### src/rtl/des_pkg.sv
// DES tables, S-boxes, the decrypt key-rotation schedule and the shared
// bit-permutation helper used by the iterative decryptor.
package des_pkg;

  typedef enum logic [1:0] {IDLE, ROUND, DONE} state_e;
  typedef enum logic [2:0] {PERM_IP, PERM_FP, PERM_E, PERM_P, PERM_PC1, PERM_PC2} perm_e;

  localparam int unsigned ROUNDS = 16;

  localparam byte unsigned IP_TBL [0:63] = '{
    58, 50, 42, 34, 26, 18, 10,  2, 60, 52, 44, 36, 28, 20, 12,  4,
    62, 54, 46, 38, 30, 22, 14,  6, 64, 56, 48, 40, 32, 24, 16,  8,
    57, 49, 41, 33, 25, 17,  9,  1, 59, 51, 43, 35, 27, 19, 11,  3,
    61, 53, 45, 37, 29, 21, 13,  5, 63, 55, 47, 39, 31, 23, 15,  7};

  localparam byte unsigned FP_TBL [0:63] = '{
    40,  8, 48, 16, 56, 24, 64, 32, 39,  7, 47, 15, 55, 23, 63, 31,
    38,  6, 46, 14, 54, 22, 62, 30, 37,  5, 45, 13, 53, 21, 61, 29,
    36,  4, 44, 12, 52, 20, 60, 28, 35,  3, 43, 11, 51, 19, 59, 27,
    34,  2, 42, 10, 50, 18, 58, 26, 33,  1, 41,  9, 49, 17, 57, 25};

  localparam byte unsigned E_TBL [0:47] = '{
    32,  1,  2,  3,  4,  5,  4,  5,  6,  7,  8,  9,
     8,  9, 10, 11, 12, 13, 12, 13, 14, 15, 16, 17,
    16, 17, 18, 19, 20, 21, 20, 21, 22, 23, 24, 25,
    24, 25, 26, 27, 28, 29, 28, 29, 30, 31, 32,  1};

  localparam byte unsigned P_TBL [0:31] = '{
    16,  7, 20, 21, 29, 12, 28, 17,  1, 15, 23, 26,  5, 18, 31, 10,
     2,  8, 24, 14, 32, 27,  3,  9, 19, 13, 30,  6, 22, 11,  4, 25};

  localparam byte unsigned PC1_TBL [0:55] = '{
    57, 49, 41, 33, 25, 17,  9,  1, 58, 50, 42, 34, 26, 18,
    10,  2, 59, 51, 43, 35, 27, 19, 11,  3, 60, 52, 44, 36,
    63, 55, 47, 39, 31, 23, 15,  7, 62, 54, 46, 38, 30, 22,
    14,  6, 61, 53, 45, 37, 29, 21, 13,  5, 28, 20, 12,  4};

  localparam byte unsigned PC2_TBL [0:47] = '{
    14, 17, 11, 24,  1,  5,  3, 28, 15,  6, 21, 10,
    23, 19, 12,  4, 26,  8, 16,  7, 27, 20, 13,  2,
    41, 52, 31, 37, 47, 55, 30, 40, 51, 45, 33, 48,
    44, 49, 39, 56, 34, 53, 46, 42, 50, 36, 29, 32};

  // Right rotation applied before round n (entry n-1); K16 equals PC1(key) so round 1 needs none.
  localparam logic [1:0] DEC_SHIFT [0:15] = '{
    2'd0, 2'd1, 2'd2, 2'd2, 2'd2, 2'd2, 2'd2, 2'd2,
    2'd1, 2'd2, 2'd2, 2'd2, 2'd2, 2'd2, 2'd2, 2'd1};

  // Indexed [box][row*16 + col].
  localparam logic [3:0] SBOX_TBL [0:7][0:63] = '{
    '{14, 4,13, 1, 2,15,11, 8, 3,10, 6,12, 5, 9, 0, 7,
       0,15, 7, 4,14, 2,13, 1,10, 6,12,11, 9, 5, 3, 8,
       4, 1,14, 8,13, 6, 2,11,15,12, 9, 7, 3,10, 5, 0,
      15,12, 8, 2, 4, 9, 1, 7, 5,11, 3,14,10, 0, 6,13},
    '{15, 1, 8,14, 6,11, 3, 4, 9, 7, 2,13,12, 0, 5,10,
       3,13, 4, 7,15, 2, 8,14,12, 0, 1,10, 6, 9,11, 5,
       0,14, 7,11,10, 4,13, 1, 5, 8,12, 6, 9, 3, 2,15,
      13, 8,10, 1, 3,15, 4, 2,11, 6, 7,12, 0, 5,14, 9},
    '{10, 0, 9,14, 6, 3,15, 5, 1,13,12, 7,11, 4, 2, 8,
      13, 7, 0, 9, 3, 4, 6,10, 2, 8, 5,14,12,11,15, 1,
      13, 6, 4, 9, 8,15, 3, 0,11, 1, 2,12, 5,10,14, 7,
       1,10,13, 0, 6, 9, 8, 7, 4,15,14, 3,11, 5, 2,12},
    '{ 7,13,14, 3, 0, 6, 9,10, 1, 2, 8, 5,11,12, 4,15,
      13, 8,11, 5, 6,15, 0, 3, 4, 7, 2,12, 1,10,14, 9,
      10, 6, 9, 0,12,11, 7,13,15, 1, 3,14, 5, 2, 8, 4,
       3,15, 0, 6,10, 1,13, 8, 9, 4, 5,11,12, 7, 2,14},
    '{ 2,12, 4, 1, 7,10,11, 6, 8, 5, 3,15,13, 0,14, 9,
      14,11, 2,12, 4, 7,13, 1, 5, 0,15,10, 3, 9, 8, 6,
       4, 2, 1,11,10,13, 7, 8,15, 9,12, 5, 6, 3, 0,14,
      11, 8,12, 7, 1,14, 2,13, 6,15, 0, 9,10, 4, 5, 3},
    '{12, 1,10,15, 9, 2, 6, 8, 0,13, 3, 4,14, 7, 5,11,
      10,15, 4, 2, 7,12, 9, 5, 6, 1,13,14, 0,11, 3, 8,
       9,14,15, 5, 2, 8,12, 3, 7, 0, 4,10, 1,13,11, 6,
       4, 3, 2,12, 9, 5,15,10,11,14, 1, 7, 6, 0, 8,13},
    '{ 4,11, 2,14,15, 0, 8,13, 3,12, 9, 7, 5,10, 6, 1,
      13, 0,11, 7, 4, 9, 1,10,14, 3, 5,12, 2,15, 8, 6,
       1, 4,11,13,12, 3, 7,14,10,15, 6, 8, 0, 5, 9, 2,
       6,11,13, 8, 1, 4,10, 7, 9, 5, 0,15,14, 2, 3,12},
    '{13, 2, 8, 4, 6,15,11, 1,10, 9, 3,14, 5, 0,12, 7,
       1,15,13, 8,10, 3, 7, 4,12, 5, 6,11, 0,14, 9, 2,
       7,11, 4, 1, 9,12,14, 2, 0, 6,10,13,15, 3, 5, 8,
       2, 1,14, 7, 4,10, 8,13,15,12, 9, 0, 3, 5, 6,11}};

  function automatic int perm_width(input perm_e which);
    case (which)
      PERM_IP, PERM_FP: return 64;
      PERM_E, PERM_PC2: return 48;
      PERM_P:           return 32;
      default:          return 56;
    endcase
  endfunction

  function automatic int tbl_at(input perm_e which, input logic [5:0] idx);
    case (which)
      PERM_IP:  return int'(IP_TBL[idx]);
      PERM_FP:  return int'(FP_TBL[idx]);
      PERM_E:   return int'(E_TBL[idx]);
      PERM_P:   return int'(P_TBL[idx[4:0]]);
      PERM_PC1: return int'(PC1_TBL[idx]);
      default:  return int'(PC2_TBL[idx]);
    endcase
  endfunction

  // Source and result are right-aligned in 64 bits; DES bit i of a W-bit vector is bit W-i.
  function automatic logic [63:0] permute(input logic [63:0] src, input int src_w, input perm_e which);
    int          dst_w;
    logic [63:0] res;
    dst_w = perm_width(which);
    res   = '0;
    for (int i = 0; i < 64; i++) begin
      if (i < dst_w) res[6'(dst_w - 1 - i)] = src[6'(src_w - tbl_at(which, 6'(i)))];
    end
    return res;
  endfunction

endpackage

### src/rtl/des_round_f.sv
// Combinational DES round function f(R, K) = P(S(E(R) ^ K)); shareable with an encryptor.
module des_round_f
  import des_pkg::*;
(
  input  logic [31:0] r,
  input  logic [47:0] k,
  output logic [31:0] f
);

  logic [47:0] xor_result;
  logic [31:0] sbox_out;

  assign xor_result = 48'(permute({32'b0, r}, 32, PERM_E)) ^ k;

  sbox_array u_sbox (
    .xor_result(xor_result),
    .sbox_out  (sbox_out)
  );

  assign f = 32'(permute({32'b0, sbox_out}, 32, PERM_P));

endmodule

### src/rtl/sbox_array.sv
// The eight DES S-boxes side by side: 48-bit xor result in, 32-bit substitution out.
module sbox_array
  import des_pkg::*;
(
  input  logic [47:0] xor_result,
  output logic [31:0] sbox_out
);

  // Group g (S1 at the top) uses its outer bits as row and inner four bits as column.
  for (genvar g = 0; g < 8; g++) begin : g_box
    logic [5:0] grp;
    assign grp = xor_result[47-6*g -: 6];
    assign sbox_out[31-4*g -: 4] = SBOX_TBL[g][{grp[5], grp[0], grp[4:1]}];
  end

endmodule

### src/rtl/des_decrypt_iter.sv
// Iterative DES decryptor: one Feistel round per clock, key schedule walked
// backwards with right rotations, valid/ready on both sides, one block in flight.
module des_decrypt_iter
  import des_pkg::*;
(
  input  logic        clk,
  input  logic        rst,
  input  logic        in_valid,
  output logic        in_ready,
  input  logic [63:0] ciphertext,
  input  logic [63:0] key,
  output logic        out_valid,
  input  logic        out_ready,
  output logic [63:0] plaintext,
  output logic        busy
);

  state_e      state, state_next;
  logic [31:0] l_half, r_half;
  logic [55:0] cd;
  logic [4:0]  rnd;

  logic        accept, last_round;
  logic [1:0]  shift;
  logic [55:0] cd_init, cd_next;
  logic [47:0] subkey;
  logic [31:0] f_out, l_new, r_new;
  logic [63:0] ip_block, final_block;

  function automatic logic [27:0] rotr28(input logic [27:0] x, input logic [1:0] n);
    case (n)
      2'd0:    return x;
      2'd1:    return {x[0], x[27:1]};
      default: return {x[1:0], x[27:2]};
    endcase
  endfunction

  assign accept     = in_valid && in_ready;
  assign last_round = (rnd == 5'(ROUNDS));

  always_ff @(posedge clk or posedge rst) begin
    if (rst) state <= IDLE;
    else     state <= state_next;
  end

  always_comb begin
    // NOTE: default assignment first so no path leaves state_next unassigned (no latch).
    state_next = state;
    case (state)
      IDLE:    if (accept)     state_next = ROUND;
      ROUND:   if (last_round) state_next = DONE;
      DONE:    if (out_ready)  state_next = IDLE;
      default:                 state_next = IDLE;
    endcase
  end

  always_comb begin
    in_ready  = (state == IDLE);
    out_valid = (state == DONE);
    busy      = (state != IDLE);
  end

  assign ip_block = permute(ciphertext, 64, PERM_IP);
  assign cd_init  = 56'(permute(key, 64, PERM_PC1));

  assign shift   = DEC_SHIFT[4'(rnd - 5'd1)];
  assign cd_next = {rotr28(cd[55:28], shift), rotr28(cd[27:0], shift)};
  assign subkey  = 48'(permute({8'b0, cd_next}, 56, PERM_PC2));

  des_round_f u_round_f (
    .r(r_half),
    .k(subkey),
    .f(f_out)
  );

  assign l_new = r_half;
  assign r_new = l_half ^ f_out;
  // The last round's halves are swapped back before FP: R16 forms the upper half.
  assign final_block = permute({r_new, l_new}, 64, PERM_FP);

  // NOTE: sequential state uses non-blocking assignments so every register sees pre-edge values.
  always_ff @(posedge clk or posedge rst) begin
    if (rst) begin
      l_half    <= '0;
      r_half    <= '0;
      cd        <= '0;
      rnd       <= '0;
      plaintext <= '0;
    end else begin
      case (state)
        IDLE: begin
          if (accept) begin
            {l_half, r_half} <= ip_block;
            cd               <= cd_init;
            rnd              <= 5'd1;
          end
        end
        ROUND: begin
          l_half <= l_new;
          r_half <= r_new;
          cd     <= cd_next;
          if (last_round) plaintext <= final_block;
          else            rnd       <= rnd + 5'd1;
        end
        default: ;
      endcase
    end
  end

endmodule
### config.mk
export PLATFORM = sky130hd
export DESIGN_NAME = des_decrypt_iter
export DESIGN_NICKNAME = d
export VERILOG_FILES = /design/src/rtl/des_pkg.sv /design/src/rtl/des_round_f.sv /design/src/rtl/sbox_array.sv /design/src/rtl/des_decrypt_iter.sv
export SDC_FILE = /design/constraint.sdc
export NUM_CORES = 1
export LEC_CHECK = 0
export BUFFER_PORTS_ARGS = -buffer_cell sky130_fd_sc_hd__buf_2
export CORE_ASPECT_RATIO = 0.9
export CORE_MARGIN = 2
export CORE_UTILIZATION = 61
export DETAILED_ROUTE_END_ITERATION = 6
export PLACE_DENSITY = 0.95
export SLEW_MARGIN = 0
export SYNTH_ARGS = -nofsm -noshare
export SYNTH_HDL_FRONTEND = slang
export SYNTH_SLANG_ARGS = --single-unit
### constraint.sdc
create_clock -name clk -period 9.12 [get_ports clk]
set_input_delay 1.824 -clock clk [delete_from_list [all_inputs] [get_ports clk]]
set_output_delay 1.824 -clock clk [all_outputs]
set_load 0.01 [all_outputs]
==> flow_summary.ini, run 1 <==
[status]
outcome = complete, no violations

[finish]
multi_input_area_um2 = 5730
drive_gt1_share_pct = 17.1
final_util_pct = 67.0
final_nets = 1217
fill_cells = 1107
diodes = 0
seq_area_um2 = 3280
area_growth_pct = 7.32
layout.cells.non_filler = 1266

[clocking]
cts_setup_buffers = 0
hold_buffers = 0
clkLatencyLatePin_ps = 430
tritoncts = done
cts_max_level = 4
numCtsBuffers = 17
clockBufferDepth = 2
clock_sinks = 131
cts_resized = 0
clkTransAtPathRegs_ps = 60
cts_root_buffer = clkbuf_16

[routing]
wl_um = 26000
via_per_inst = 6.86
drc_errors = 0
firstDrtPassIters = 7
wire_per_inst_um = 20.5
drt_iter0_markers = 1340
antenna_left = 0
dr_total_vias = 8691

[sta]
grt_setup_unrepaired = no
hold_viol_final = 0
slew_headroom_pct = 12.6
finalMaxSlewViolations = 0
setup_viol = 0
tightest_slew_ps = 1310
fin_crit_ps = 5170
tns_ps = 0
min_period_over_period_pct = 56.7
clock_skew_ps = 9.34
max_freq_mhz = 193

[synthesis]
synth_top_area_share_pct = 34.1
synth-seq-cells = 131
synthTopCellsByArea = dfrtp_1 34%, o21ai_0 4.8%, mux2i_1 4.5%
synth_flop_cell = dfrtp_1
synth_area_um2 = 9610
synth_area_per_cell_um2 = 9.19
synth_cell_types = 83
post-synth-top-count-cell = dfrtp_1
async_flop_share_pct = 100
synth_area_leader_cell = dfrtp_1
yosysWarnings = 0
synth_edf_count = 0
postSynthCellCount = 1046
seq_area_frac_synth_pct = 34.1
netlist_top_cells_count = 131 x dfrtp_1, 97 x nand2_1, 92 x o21ai_0, 52 x clkbuf_1, 50 x buf_4

[die]
coreArea_um2 = 15400
die_y_um = 123
die-area_um2 = 16800
die_w_um = 136
io_pins = 199
placementRows = 43
start_util_pct = 62.4

[critical_path]
endpoint_kind = flip-flop
cpLargestDelayFamily = compound AO/OA/AOI/OAI gates
crit_cells = 15
crit_type = reg2reg
critPathMaxStageDelay_ps = 750
crit_slowest_cell = xnor2_1
required_ps = 9480
crit_fanout = 32
r2r_cells = 15
start_kind = flip-flop
path_buf_inv = 3
cp_cell_sequence = inv_1 -> ha_1 -> nand2b_1 -> a211oi_2 -> buf_4 -> or3_4 -> a31oi_1 -> xnor2_1 -> inv_1 -> ha_1 -> mux2_2 -> o32ai_1 -> o31a_1 -> or3_1 -> a31oi_1
worst_ep_arrival_time_ps = 5530

[place]
placed_cells = 1234
dpl.hpwl_um = 16100
gp_congestion = 0.923
io_buffers = 54

[global_route]
grt_pass1_wl_um = 42100
grt_pass1_vias = 8211
antenna_found_initial = 0
grt_overflow = 0
grt_max_degree = 78
groute.usage.overall_pct = 31.7

[job]
cap_violations = 0

[min_path]
hold_class = reg2reg
worst_hold_path.num_cells = 1
sequential cells by signal (all words and copies together), names as in the netlist:
register   flops
state          2
l_half        26
l_new         26
plaintext     16
rnd            5
cd            56
cell type report:
class                           count  share of cell area, %
Clock inverter                     14                   1.26
Clock buffer                       18                   4.26
Multi-Input combinational cell    806                   55.6
Sequential cell                   131                   31.8
Tap cell                          202                   2.45
Inverter                           28                   1.07
Timing Repair Buffer               67                   3.57
worst paths after layout:
path | startpoint | end | slack (ps)
setup / recovery | rnd[0] | l_new[20] | 3950
hold / removal | l_half[23] | l_new[23] | 460
setup reg to reg | rnd[0] | l_new[20] | 3950
hold reg to reg | l_half[23] | l_new[23] | 460
max in group asynchronous | rst | plaintext[19] | 6360
min in group asynchronous | rst | l_half[18] | 1430
layout by cell type, fill, tap and decap left out, types with 8 or more instances in the layout:
| master | synthesis | layout |
|---|---|---|
| a211oi_1 | 18 | 18 |
| a21oi_1 | 32 | 32 |
| a221o_1 | 10 | 10 |
| a22o_1 | 37 | 37 |
| a22oi_1 | 29 | 29 |
| a31oi_1 | 12 | 12 |
| a31oi_2 | 11 | 11 |
| buf_2 | 16 | 54 |
| buf_4 | 50 | 13 |
| clkbuf_16 | 0 | 17 |
| conb_1 | 1 | 48 |
| dfrtp_1 | 131 | 131 |
| ha_1 | 34 | 34 |
| inv_1 | 23 | 22 |
| mux2_2 | 21 | 21 |
| mux2i_1 | 43 | 43 |
| nand2_1 | 97 | 97 |
| nand2b_1 | 10 | 9 |
| nand3_1 | 41 | 41 |
| nor2_1 | 37 | 35 |
| nor2b_1 | 13 | 11 |
| nor3_1 | 11 | 11 |
| nor4_1 | 26 | 26 |
| o21ai_0 | 92 | 92 |
| o311ai_0 | 8 | 8 |
| or3_1 | 9 | 9 |
| xnor2_1 | 32 | 31 |
| xor2_1 | 15 | 15 |
per-stage QoR:
step                      worst slack, ps  hold slack, ps  cell area, µm²
final                                3950             458           10300
after global routing                 3640             479           10300
after CTS                            4030             463           10300
after detailed placement             4080             448            9740
after global placement               4200             440            9740
after floorplan                      3800             420            9790
logic make-up after synthesis:
family                     count (synthesis)  share of synthesized area (%)
AOI/OAI and AO/OA                        322                           24.8
and+or+nand+nor                          280                           14.7
buffers and inverters                    156                           8.57
DFF                                      131                           34.1
muxes                                     64                           6.94
xor gates and xnor gates                  58                           6.33
adders and majority gates                 34                           4.43
other                                      1                         0.0390
per-layer routing:
metal	part of all wire (%)	global-route usage, %
met1	38	41.0
met2	47	49.8
met3	10	7.71
met4	4.3	15.8
met5	0	0
Power of run 1 is not shown: default switching activity piles up to over one toggle a cycle in this logic, so the estimate is an artifact.
==> run 2: changes to the inputs <==
Settings changed: CORE_UTILIZATION 61 to 51, PLACE_DENSITY 0.95 to 0.87.
Clock period 9.12 ns to 4.28 ns, I/O delays scaled along.
==> flow_summary.ini, run 2 (synthesized netlist as in run 1, its figures left out) <==
[critical_path]
endpoint_kind = flip-flop
start_kind = flip-flop
required_ps = 4580
crit_type = reg2reg
crit_slowest_cell = dfrtp_2
timing.rr.end = l_new[18]
path_buf_inv = 2
cpLargestDelayFamily = compound AO/OA/AOI/OAI gates
crit_fanout = 11
critPathMaxStageDelay_ps = 470
cp_cell_sequence = inv_1 -> ha_1 -> a21o_1 -> a21oi_2 -> nand3_1 -> a31oi_2 -> xor2_2 -> ha_2 -> inv_1 -> nor4_2 -> a2111oi_1 -> a311o_1 -> o22ai_1 -> xnor2_1 -> o21ai_1
reg2reg_slack_ps = 170
crit_top_cell = inv_1
worst_ep_arrival_time_ps = 4400
r2r_cells = 15
r2r_start = rnd[1]
crit_cells = 15

[sta]
fin_crit_ps = 4110
clock_skew_ps = 8.02
finalMaxSlewViolations = 0
slew_headroom_pct = 28.8
hold_viol_final = 0
max_freq_mhz = 244
setup_viol = 0
min_period_over_period_pct = 95.9
grt_setup_unrepaired = no
hold_ws_ps = 452
tightest_slew_ps = 1060
tns_ps = 0

[routing]
via_per_inst = 6.36
drt_iter0_markers = 1053
wl_um = 25100
wire_per_inst_um = 18.7
dr_total_vias = 8533
firstDrtPassIters = 7
drc_errors = 0
antenna_left = 0

[place]
placed_cell_area_um2 = 10000
placed_cells = 1308
gp_congestion = 0.968
dpl.hpwl_um = 16300
io_buffers = 54

[clocking]
clkLatencyLatePin_ps = 430
cts_root_buffer = clkbuf_16
cts_max_level = 4
clock_sinks = 131
tritoncts = done
clockBufferDepth = 2
clkTransAtPathRegs_ps = 60
cts_setup_buffers = 0
numCtsBuffers = 17

[finish]
final_common_cell = dfrtp_1
fin_area_um2 = 10800
layout.cells.non_filler = 1341
layout_common_cells = 129 x dfrtp_1, 97 x nand2_1, 92 x o21ai_0
diodes = 0
area_growth_pct = 11.9
final_nets = 1250
largest_register_ffs = 56
drive_gt1_share_pct = 20.2
fill_cells = 1456
regMostFlops = cd

[min_path]
hold_class = reg2reg
hp-start = l_half[14]
worst_hold_path.num_cells = 1
holdPathEnd = l_new[14]

[die]
coreArea_um2 = 18400
placementRows = 47
io_pins = 199
die_y_um = 134
die-area_um2 = 20000
die_w_um = 149
start_util_pct = 52.2

[global_route]
grt_pass1_wl_um = 40400
grt_max_degree = 132
grt_overflow = 0
groute.usage.overall_pct = 25.0
grt_pass1_vias = 7982
antenna_found_initial = 0

[job]
cap_violations = 0

[status]
outcome = complete, no violations
[run 2: worst max-delay path by stage]
stage,startpoint,end
after floorplan,rnd[0],l_new[20]
after global placement,rnd[0],l_new[18]
after detailed placement,rnd[0],l_new[20]
after CTS,rnd[0],l_new[18]
after global routing,rnd[0],l_new[3]
final,rnd[1],l_new[18]
[run 2: through the flow]
stage / util (%) / worst slack (ps)
floorplan: - / 160
global placement: 54.6 / 260
detailed placement: 54.6 / 179
CTS: 58.1 / 17.9
global route: 58.4 / 41.8
finish: 58.4 / 175
[run 2: worst reg2reg max path: cells and delay by family, from the launching register on]
kind / cells / cell delay, ps
buffers and inverters: 2 / 210
AOI/OAI and AO/OA: 7 / 1820
DFF: 1 / 470
xor gates and xnor gates: 2 / 290
adders and majority gates: 2 / 650
and+or+nand+nor: 2 / 530
[run 2: layout make-up]
class,count,area (µm²),share of cell area (%)
Timing Repair Buffer,98,617,5.74
Sequential cell,131,3280,30.5
Inverter,28,109,1.01
Tap cell,245,307,2.85
Clock buffer,20,467,4.34
Multi-Input combinational cell,808,5800,53.9
Clock inverter,11,176,1.64
[run 2: timing repair]
item / 4_1_cts / 5_1_grt
endpoints found under the setup margin: 1 / 10
hold buffers: 0 / 0
pin swaps: 0 / 3
resized for setup: 1 / 12
gates cloned: 0 / 2
[run 2: routing by layer]
layer,GRT usage [%],wire (µm),vias up
li1,-,-,3859
met1,33.4,10200,4093
met2,38.9,11800,485
met3,5.10,2090,96
met4,12.2,992,0
met5,0,0,-
Power of run 2 is left out for the same reason.
